<file path="src/rtl/seat_lookup_if.sv">
// Request/result and table read-port bundle for seat_lookup.
// The master side is the requester that also owns the seat table.
// The slave side is the lookup engine.
interface seat_lookup_if #(
    parameter int unsigned NUM_SEATS = 32,
    parameter int unsigned STU_W     = 25,
    parameter int unsigned SEAT_W    = 8
);
    localparam int unsigned AW = $clog2(NUM_SEATS);

    logic              start_seat_lookup;
    logic              mode_seat_lookup;
    logic [STU_W-1:0]  Student_No_seat_lookup;
    logic [SEAT_W-1:0] Seat_No_seat_lookup;
    logic              rd_en_seat_lookup;
    logic [AW-1:0]     rd_addr_seat_lookup;
    logic [STU_W-1:0]  rd_data_seat_lookup;
    logic              busy_seat_lookup;
    logic              done_seat_lookup;
    logic              found_seat_lookup;
    logic [SEAT_W-1:0] Seat_No_out_seat_lookup;
    logic [STU_W-1:0]  Student_No_out_seat_lookup;

    modport master (
        output start_seat_lookup,
        output mode_seat_lookup,
        output Student_No_seat_lookup,
        output Seat_No_seat_lookup,
        input  rd_en_seat_lookup,
        input  rd_addr_seat_lookup,
        output rd_data_seat_lookup,
        input  busy_seat_lookup,
        input  done_seat_lookup,
        input  found_seat_lookup,
        input  Seat_No_out_seat_lookup,
        input  Student_No_out_seat_lookup
    );

    modport slave (
        input  start_seat_lookup,
        input  mode_seat_lookup,
        input  Student_No_seat_lookup,
        input  Seat_No_seat_lookup,
        output rd_en_seat_lookup,
        output rd_addr_seat_lookup,
        input  rd_data_seat_lookup,
        output busy_seat_lookup,
        output done_seat_lookup,
        output found_seat_lookup,
        output Seat_No_out_seat_lookup,
        output Student_No_out_seat_lookup
    );
endinterface

</file>
<file path="src/rtl/seat_lookup.sv">
// Seat table lookup engine: finds the seat holding a student number by a
// linear scan, or reads back the student stored at one seat. Drives the
// table's one-cycle-latency read port and returns a registered result with
// a single-cycle done pulse.
module seat_lookup #(
    parameter int unsigned NUM_SEATS = 32,
    parameter int unsigned STU_W     = 25,
    parameter int unsigned SEAT_W    = 8
) (
    input logic          clk_seat_lookup,
    input logic          reset_n_seat_lookup,
    seat_lookup_if.slave bus
);
    localparam int unsigned AW = $clog2(NUM_SEATS);
    localparam logic [AW-1:0]     LastAddr = AW'(NUM_SEATS - 1);
    localparam logic [SEAT_W-1:0] MissSeat = '1;

    typedef enum logic [1:0] {StIdle, StScan, StLast} state_e;

    state_e            state_q, state_d;
    logic              mode_q, mode_d;
    logic [STU_W-1:0]  key_q, key_d;
    logic              rd_en_q, rd_en_d;
    logic [AW-1:0]     rd_addr_q, rd_addr_d;
    // Address whose data is on rd_data this cycle, and whether it is valid.
    logic              cmp_vld_q, cmp_vld_d;
    logic [AW-1:0]     cmp_addr_q, cmp_addr_d;
    logic              done_q, done_d;
    logic              found_q, found_d;
    logic [SEAT_W-1:0] seat_out_q, seat_out_d;
    logic [STU_W-1:0]  stu_out_q, stu_out_d;

    // Next-state, read issue and result capture.
    always_comb begin
        state_d    = state_q;
        mode_d     = mode_q;
        key_d      = key_q;
        rd_en_d    = 1'b0;
        rd_addr_d  = rd_addr_q;
        cmp_vld_d  = rd_en_q;
        cmp_addr_d = rd_addr_q;
        done_d     = 1'b0;
        found_d    = found_q;
        seat_out_d = seat_out_q;
        stu_out_d  = stu_out_q;

        unique case (state_q)
            StIdle: begin
                if (bus.start_seat_lookup) begin
                    mode_d = bus.mode_seat_lookup;
                    key_d  = bus.Student_No_seat_lookup;
                    if (!bus.mode_seat_lookup && bus.Student_No_seat_lookup != '0) begin
                        state_d   = StScan;
                        rd_en_d   = 1'b1;
                        rd_addr_d = '0;
                    end else if (bus.mode_seat_lookup &&
                                 32'(bus.Seat_No_seat_lookup) < NUM_SEATS) begin
                        state_d   = StScan;
                        rd_en_d   = 1'b1;
                        rd_addr_d = bus.Seat_No_seat_lookup[AW-1:0];
                    end else begin
                        // Key 0 or out-of-range seat: answer without touching the table.
                        done_d     = 1'b1;
                        found_d    = 1'b0;
                        seat_out_d = MissSeat;
                        stu_out_d  = '0;
                    end
                end
            end
            StScan: begin
                if (!mode_q && cmp_vld_q && bus.rd_data_seat_lookup == key_q) begin
                    state_d    = StIdle;
                    done_d     = 1'b1;
                    found_d    = 1'b1;
                    seat_out_d = SEAT_W'(cmp_addr_q);
                    stu_out_d  = key_q;
                end else if (mode_q || rd_addr_q == LastAddr) begin
                    // Nothing left to issue; only the in-flight entry remains.
                    state_d = StLast;
                end else begin
                    rd_en_d   = 1'b1;
                    rd_addr_d = rd_addr_q + 1'b1;
                end
            end
            StLast: begin
                state_d = StIdle;
                done_d  = 1'b1;
                if (mode_q) begin
                    found_d    = (bus.rd_data_seat_lookup != '0);
                    seat_out_d = SEAT_W'(cmp_addr_q);
                    stu_out_d  = bus.rd_data_seat_lookup;
                end else if (bus.rd_data_seat_lookup == key_q) begin
                    found_d    = 1'b1;
                    seat_out_d = SEAT_W'(cmp_addr_q);
                    stu_out_d  = key_q;
                end else begin
                    found_d    = 1'b0;
                    seat_out_d = MissSeat;
                    stu_out_d  = '0;
                end
            end
            default: state_d = StIdle;
        endcase
    end

    // State and output registers with synchronous active-low reset.
    always_ff @(posedge clk_seat_lookup) begin
        if (!reset_n_seat_lookup) begin
            state_q    <= StIdle;
            mode_q     <= 1'b0;
            key_q      <= '0;
            rd_en_q    <= 1'b0;
            rd_addr_q  <= '0;
            cmp_vld_q  <= 1'b0;
            cmp_addr_q <= '0;
            done_q     <= 1'b0;
            found_q    <= 1'b0;
            seat_out_q <= MissSeat;
            stu_out_q  <= '0;
        end else begin
            state_q    <= state_d;
            mode_q     <= mode_d;
            key_q      <= key_d;
            rd_en_q    <= rd_en_d;
            rd_addr_q  <= rd_addr_d;
            cmp_vld_q  <= cmp_vld_d;
            cmp_addr_q <= cmp_addr_d;
            done_q     <= done_d;
            found_q    <= found_d;
            seat_out_q <= seat_out_d;
            stu_out_q  <= stu_out_d;
        end
    end

    assign bus.rd_en_seat_lookup          = rd_en_q;
    assign bus.rd_addr_seat_lookup        = rd_addr_q;
    assign bus.busy_seat_lookup           = (state_q != StIdle);
    assign bus.done_seat_lookup           = done_q;
    assign bus.found_seat_lookup          = found_q;
    assign bus.Seat_No_out_seat_lookup    = seat_out_q;
    assign bus.Student_No_out_seat_lookup = stu_out_q;
endmodule

</file>
<file path="src/flat_wrapper.sv">
// flat-port wrapper written by rule: the top's interface ports become plain ports
module seat_lookup_flat 
#(
    parameter int unsigned NUM_SEATS = 32,
    parameter int unsigned STU_W     = 25,
    parameter int unsigned SEAT_W    = 8
)
  (clk_seat_lookup, reset_n_seat_lookup, bus_start_seat_lookup, bus_mode_seat_lookup, bus_Student_No_seat_lookup, bus_Seat_No_seat_lookup, bus_rd_en_seat_lookup, bus_rd_addr_seat_lookup, bus_rd_data_seat_lookup, bus_busy_seat_lookup, bus_done_seat_lookup, bus_found_seat_lookup, bus_Seat_No_out_seat_lookup, bus_Student_No_out_seat_lookup);
  seat_lookup_if #(.NUM_SEATS(NUM_SEATS), .STU_W(STU_W), .SEAT_W(SEAT_W)) bus_i ();
  input logic clk_seat_lookup;
  input logic reset_n_seat_lookup;
  input wire logic [$bits(bus_i.start_seat_lookup)-1:0] bus_start_seat_lookup;
  input wire logic [$bits(bus_i.mode_seat_lookup)-1:0] bus_mode_seat_lookup;
  input wire logic [$bits(bus_i.Student_No_seat_lookup)-1:0] bus_Student_No_seat_lookup;
  input wire logic [$bits(bus_i.Seat_No_seat_lookup)-1:0] bus_Seat_No_seat_lookup;
  output wire logic [$bits(bus_i.rd_en_seat_lookup)-1:0] bus_rd_en_seat_lookup;
  output wire logic [$bits(bus_i.rd_addr_seat_lookup)-1:0] bus_rd_addr_seat_lookup;
  input wire logic [$bits(bus_i.rd_data_seat_lookup)-1:0] bus_rd_data_seat_lookup;
  output wire logic [$bits(bus_i.busy_seat_lookup)-1:0] bus_busy_seat_lookup;
  output wire logic [$bits(bus_i.done_seat_lookup)-1:0] bus_done_seat_lookup;
  output wire logic [$bits(bus_i.found_seat_lookup)-1:0] bus_found_seat_lookup;
  output wire logic [$bits(bus_i.Seat_No_out_seat_lookup)-1:0] bus_Seat_No_out_seat_lookup;
  output wire logic [$bits(bus_i.Student_No_out_seat_lookup)-1:0] bus_Student_No_out_seat_lookup;
  assign bus_i.start_seat_lookup = bus_start_seat_lookup;
  assign bus_i.mode_seat_lookup = bus_mode_seat_lookup;
  assign bus_i.Student_No_seat_lookup = bus_Student_No_seat_lookup;
  assign bus_i.Seat_No_seat_lookup = bus_Seat_No_seat_lookup;
  assign bus_rd_en_seat_lookup = bus_i.rd_en_seat_lookup;
  assign bus_rd_addr_seat_lookup = bus_i.rd_addr_seat_lookup;
  assign bus_i.rd_data_seat_lookup = bus_rd_data_seat_lookup;
  assign bus_busy_seat_lookup = bus_i.busy_seat_lookup;
  assign bus_done_seat_lookup = bus_i.done_seat_lookup;
  assign bus_found_seat_lookup = bus_i.found_seat_lookup;
  assign bus_Seat_No_out_seat_lookup = bus_i.Seat_No_out_seat_lookup;
  assign bus_Student_No_out_seat_lookup = bus_i.Student_No_out_seat_lookup;
  seat_lookup #(.NUM_SEATS(NUM_SEATS), .STU_W(STU_W), .SEAT_W(SEAT_W)) u_core (.clk_seat_lookup(clk_seat_lookup), .reset_n_seat_lookup(reset_n_seat_lookup), .bus(bus_i));
endmodule
</file>
<file path="config.mk">
export PLATFORM = sky130hd
export DESIGN_NAME = seat_lookup_flat
export DESIGN_NICKNAME = d
export VERILOG_FILES = /design/src/rtl/seat_lookup_if.sv /design/src/rtl/seat_lookup.sv /design/src/flat_wrapper.sv
export SDC_FILE = /design/constraint.sdc
export NUM_CORES = 1
export LEC_CHECK = 0
export CORE_MARGIN = 3
export CORE_UTILIZATION = 33
export DETAILED_ROUTE_END_ITERATION = 10
export PLACE_DENSITY = 0.7
export SLEW_MARGIN = 10
export SYNTH_ARGS = -nofsm -noshare
export SYNTH_HDL_FRONTEND = slang
export SYNTH_SLANG_ARGS = --single-unit
export TNS_END_PERCENT = 100
</file>
<file path="constraint.sdc">
create_clock -name clk_seat_lookup -period 3 [get_ports clk_seat_lookup]
set_clock_uncertainty 0.15 [all_clocks]
set_input_delay 0.6 -clock clk_seat_lookup [delete_from_list [all_inputs] [get_ports clk_seat_lookup]]
set_output_delay 0.6 -clock clk_seat_lookup [all_outputs]
set_load 0.005 [all_outputs]
</file>
==> run_summary.xml, run 1 <==
<?xml version="1.0" encoding="UTF-8"?>
<metrics>
  <group name="outcome">
    <metric name="run_status" unit="">complete, no violations</metric>
  </group>
  <group name="run">
    <metric name="timing.max_cap.violations" unit="">0</metric>
  </group>
  <group name="power_and_ir_drop">
    <metric name="leakagePower" unit="nW">1.769</metric>
    <metric name="p_sw_frac" unit="">0.2768</metric>
    <metric name="cell_int_power" unit="W">0.001924</metric>
    <metric name="pwr-share-seq" unit="">0.414</metric>
    <metric name="vdd.ir_drop.worst" unit="mV">0.2401</metric>
    <metric name="pwr_density_cell" unit="nW/um^2">532.1</metric>
    <metric name="total_power" unit="W">0.002660</metric>
    <metric name="net-switching-power" unit="W">0.0007362</metric>
    <metric name="power.share.combinational" unit="">0.236</metric>
    <metric name="clockPowerShare" unit="">0.351</metric>
  </group>
  <group name="floorplan">
    <metric name="die-area" unit="sq um">11600</metric>
    <metric name="design.core.area" unit="sq um">9910</metric>
    <metric name="floorplan.io_pins" unit="">104</metric>
    <metric name="floorplan.rows" unit="">36</metric>
    <metric name="chipHeight" unit="um">107.7</metric>
    <metric name="initial_utilization" unit="">0.3443</metric>
    <metric name="fp.dieW" unit="um">107.7</metric>
  </group>
  <group name="yosys">
    <metric name="synth_mux_area_frac" unit="">0.01173</metric>
    <metric name="mappedNetlistArea" unit="sq um">3412</metric>
    <metric name="synth_compound_area_frac" unit="">0.2490</metric>
    <metric name="post-synth-top-area-fraction" unit="">0.4283</metric>
    <metric name="top_cell_types_by_occurrence_after_synthesis" unit="">sky130_fd_sc_hd__dfxtp_1, sky130_fd_sc_hd__nand2_1, sky130_fd_sc_hd__a21oi_1, sky130_fd_sc_hd__o2bb2ai_1</metric>
    <metric name="synth_edf_count" unit="">0</metric>
    <metric name="yosys_warnings" unit="">0</metric>
    <metric name="area_fraction_in_and_or_nand_and_nor_cells_after_synthesis" unit="">0.1757</metric>
    <metric name="post-synth-top-count-cell" unit="">sky130_fd_sc_hd__dfxtp_1</metric>
    <metric name="synthesized_net_count" unit="">455</metric>
    <metric name="synth_ff_type" unit="">sky130_fd_sc_hd__dfxtp_1</metric>
    <metric name="synth.lib_cells_used.distinct" unit="">49</metric>
    <metric name="synthTopCellsByArea" unit="">sky130_fd_sc_hd__dfxtp_1, sky130_fd_sc_hd__nand2_1, sky130_fd_sc_hd__o2bb2ai_1</metric>
    <metric name="number_of_instances_in_the_synthesized_netlist" unit="">387</metric>
    <metric name="postSynthRegisterBits" unit="">73</metric>
    <metric name="post-synth-top-area-cell" unit="">sky130_fd_sc_hd__dfxtp_1</metric>
    <metric name="async_flop_share" unit="">0</metric>
    <metric name="synth_top_family_by_area" unit="">compound AO/OA/AOI/OAI gates</metric>
    <metric name="yosys.area_share.adder" unit="">0.02200</metric>
    <metric name="xor_xnor_fraction_of_synth_area" unit="">0.06674</metric>
    <metric name="yosysSeqAreaShare" unit="">0.4283</metric>
    <metric name="post_synth.cell_area_avg" unit="sq um">8.817</metric>
  </group>
  <group name="cts">
    <metric name="cts_max_path_bufs" unit="">2</metric>
    <metric name="cts_inserted_buffers" unit="">9</metric>
    <metric name="htree_levels" unit="">3</metric>
    <metric name="worst_setup_hold_path_clk_slew" unit="ns">0.07</metric>
    <metric name="clockRootBuffer" unit="">sky130_fd_sc_hd__clkbuf_8</metric>
    <metric name="clock_latency" unit="ns">0.34</metric>
    <metric name="cts_hold_buffers" unit="">0</metric>
    <metric name="cts_setup_buffers" unit="">0</metric>
    <metric name="cts_num_sinks" unit="">73</metric>
    <metric name="postCtsResizedCells" unit="">0</metric>
    <metric name="tritoncts_clock_tree" unit="">built</metric>
  </group>
  <group name="route">
    <metric name="route.antenna.remaining_nets" unit="">0</metric>
    <metric name="vias" unit="">3346</metric>
    <metric name="first_pass_iters" unit="">4</metric>
    <metric name="detail_route.wl_per_cell" unit="um">16.01</metric>
    <metric name="drt-initial-drc-count" unit="">199</metric>
    <metric name="post_detailed_route_via_to_cell_ratio" unit="">5.188</metric>
    <metric name="routed_wirelength" unit="um">10330</metric>
    <metric name="drc_errors" unit="">0</metric>
  </group>
  <group name="sta">
    <metric name="setup_viol_count_final" unit="">0</metric>
    <metric name="relSlewSlack" unit="">0.6742</metric>
    <metric name="setup_repair_after_global_routing_missed_its_margin" unit="">false</metric>
    <metric name="tightest_pin_transition" unit="ns">0.4886</metric>
    <metric name="setup-tns-final" unit="ns">0</metric>
    <metric name="max_clock_freq" unit="MHz">362.4</metric>
    <metric name="slew_violations" unit="">0</metric>
    <metric name="final-hold-violation-count" unit="">0</metric>
    <metric name="timing.final.crit_share" unit="">0.9197</metric>
    <metric name="fin_crit_period" unit="ns">2.759</metric>
    <metric name="layout_setup_ws" unit="ns">0.2408</metric>
  </group>
  <group name="setup_path">
    <metric name="crit_path_start_kind" unit="">input port</metric>
    <metric name="series_of_cell_instances_along_the_critical_path" unit="">clkdlybuf4s50_1 &gt; nor4_1 &gt; nand4_1 &gt; o311ai_2 &gt; nand4b_1 &gt; or2_4 &gt; buf_4 &gt; o2bb2ai_1</metric>
    <metric name="worstSetupEndpointType" unit="">flop</metric>
    <metric name="worst_ep_arrival_time" unit="ns">2.88</metric>
    <metric name="crit_family" unit="">simple AND/OR/NAND/NOR gates</metric>
    <metric name="worst-path-max-fanout" unit="">25</metric>
    <metric name="timing.setup.critical_path_class" unit="">input port to flop</metric>
    <metric name="worst_ep_required_time" unit="ns">3.12</metric>
    <metric name="critical-path-slowest-cell" unit="">sky130_fd_sc_hd__clkdlybuf4s50_1</metric>
    <metric name="slowest_stage_delay_on_critical_path" unit="ns">0.45</metric>
    <metric name="cp.buffers_inverters" unit="">2</metric>
  </group>
  <group name="finish">
    <metric name="nets" unit="">576</metric>
    <metric name="fin_area" unit="sq um">4999</metric>
    <metric name="share_of_the_core_filled_with_cells" unit="">0.5044</metric>
    <metric name="area_growth_from_synthesis_to_layout" unit="%">46.50</metric>
    <metric name="drive_gt1_frac" unit="">0.1035</metric>
    <metric name="antennaDiodeCount" unit="">0</metric>
  </group>
  <group name="grt">
    <metric name="grt_use_total" unit="">0.1798</metric>
    <metric name="grt_remaining_overflow" unit="">0</metric>
    <metric name="antenna_found_initial" unit="">0</metric>
    <metric name="first_pass_grt_wire_length" unit="um">16550</metric>
    <metric name="grt_pass1_vias" unit="">3362</metric>
    <metric name="maximum_number_of_pins_on_one_net_before_global_route_repair" unit="">31</metric>
  </group>
  <group name="placed_design">
    <metric name="gp_congestion" unit="">0.8744</metric>
    <metric name="post-dp-hpwl" unit="um">7832</metric>
    <metric name="placed_cell_area" unit="sq um">4757</metric>
    <metric name="count_of_input_and_output_buffers" unit="">103</metric>
    <metric name="pre_cts_ws" unit="ns">-0.08031</metric>
  </group>
  <group name="worst_hold_path">
    <metric name="min_path_type" unit="">flop to flop</metric>
  </group>
</metrics>
## cells by family after synthesis
logic type,Yosys count
AOI/OAI and AO/OA,116
xor gates and xnor gates,26
adders and majority gates,6
buffers and inverters,37
DFF,73
muxes,4
and+or+nand+nor,125
## worst paths after layout
check / startpoint / endpoint / slack (ns) / cells after the start
setup reg to reg: u_core.key_q[24] / u_core.bus.Student_No_out_seat_lookup[20] / 0.68 / 7
hold / removal: u_core.bus.Student_No_out_seat_lookup[12] / u_core.bus.Student_No_out_seat_lookup[12] / 0.32 / 1
hold reg to reg: u_core.bus.Student_No_out_seat_lookup[12] / u_core.bus.Student_No_out_seat_lookup[12] / 0.32 / 1
setup / recovery: bus_Student_No_seat_lookup[10] / u_core.bus.Student_No_out_seat_lookup[20] / 0.24 / 8
## layout by cell type (no fill, tap or decap), types with 6 or more instances in the layout
master,instances
sky130_fd_sc_hd__nor2b_1,6
sky130_fd_sc_hd__dfxtp_1,73
sky130_fd_sc_hd__clkdlybuf4s50_1,103
sky130_fd_sc_hd__a22oi_1,25
sky130_fd_sc_hd__inv_1,12
sky130_fd_sc_hd__o21ai_0,10
sky130_fd_sc_hd__nor2_1,8
sky130_fd_sc_hd__nor4_1,11
sky130_fd_sc_hd__nand4_1,8
sky130_fd_sc_hd__clkbuf_8,10
sky130_fd_sc_hd__ha_1,6
sky130_fd_sc_hd__a21oi_1,28
sky130_fd_sc_hd__xnor2_1,25
sky130_fd_sc_hd__o2bb2ai_1,26
sky130_fd_sc_hd__nand2_1,69
sky130_fd_sc_hd__buf_4,29
## metal layers
| metal | wire length (um) | GRT usage | vias up |
|---|---|---|---|
| met5 | 0 | 0 | - |
| met4 | 208 | 0.06132 | 0 |
| met3 | 618 | 0.03479 | 21 |
| met2 | 4836 | 0.2869 | 106 |
| met1 | 4662 | 0.2425 | 1570 |
| li1 | - | - | 1649 |
## state kept, by name, summed over array words and instances, names as in the netlist
signal / flops
u_core.bus.Seat_No_out_seat_lookup: 6
u_core.bus.Student_No_out_seat_lookup: 25
u_core.bus.done_seat_lookup: 1
u_core.bus.found_seat_lookup: 1
u_core.bus.rd_addr_seat_lookup: 5
u_core.bus.rd_en_seat_lookup: 1
u_core.cmp_addr_q: 5
u_core.cmp_vld_q: 1
u_core.key_q: 25
u_core.mode_q: 1
u_core.state_q: 2
## worst register-to-register path: cells and delay by family, from the launching register on
| family | cells | cell delay, ns |
|---|---|---|
| compound gates | 2 | 0.40 |
| xor+xnor | 1 | 0.26 |
| buf+inv | 1 | 0.23 |
| flops | 1 | 0.35 |
| simple gates | 3 | 0.87 |
## power by group through the flow
stage          Combinational (W)  Sequential [W]  Clock (W)
3_5_place_dp            0.000623         0.00112          0
3_3_place_gp            0.000613         0.00112          0
6_report                0.000627         0.00110   0.000933
4_1_cts                 0.000628         0.00110   0.000951
5_1_grt                 0.000685         0.00111   0.000981
2_1_floorplan           0.000330         0.00111          0
## layout make-up
cell class                      count  area (sq um)
Tap cell                          133         166.4
Clock inverter                      5         103.9
Multi-Input combinational cell    277          1792
Timing Repair Buffer              134          1289
Sequential cell                    73          1461
Fill cell                         928          4911
Clock buffer                       10         137.6
Inverter                           13         48.80
## metrics by stage
stage | instances | hold slack [ns]
global route | 645 | 0.3377
finish | 645 | 0.3184
global placement | 630 | 0.2989
floorplan | 387 | 0.3058
detailed placement | 630 | 0.2952
CTS | 645 | 0.3241
(Power assumes the default switching activity.)
==> run 2: changes to the inputs <==
--- a/config.mk
+++ b/config.mk
@@ -7,9 +7,10 @@
 export LEC_CHECK = 0
 export CORE_MARGIN = 3
 export CORE_UTILIZATION = 33
+export CTS_CLUSTER_DIAMETER = 150
 export DETAILED_ROUTE_END_ITERATION = 10
 export PLACE_DENSITY = 0.7
-export SLEW_MARGIN = 10
+export SLEW_MARGIN = 20
 export SYNTH_ARGS = -nofsm -noshare
 export SYNTH_HDL_FRONTEND = slang
 export SYNTH_SLANG_ARGS = --single-unit
==> results of run 2 <==
The final DEF is identical to that of run 1; final timing and power are the same.
==> run 3: changes to the inputs <==
--- a/config.mk
+++ b/config.mk
@@ -10,7 +10,6 @@
 export CTS_CLUSTER_DIAMETER = 150
 export DETAILED_ROUTE_END_ITERATION = 10
 export PLACE_DENSITY = 0.7
-export SLEW_MARGIN = 20
 export SYNTH_ARGS = -nofsm -noshare
 export SYNTH_HDL_FRONTEND = slang
 export SYNTH_SLANG_ARGS = --single-unit
==> results of run 3 <==
The final DEF is identical to that of run 1; final timing and power are the same.
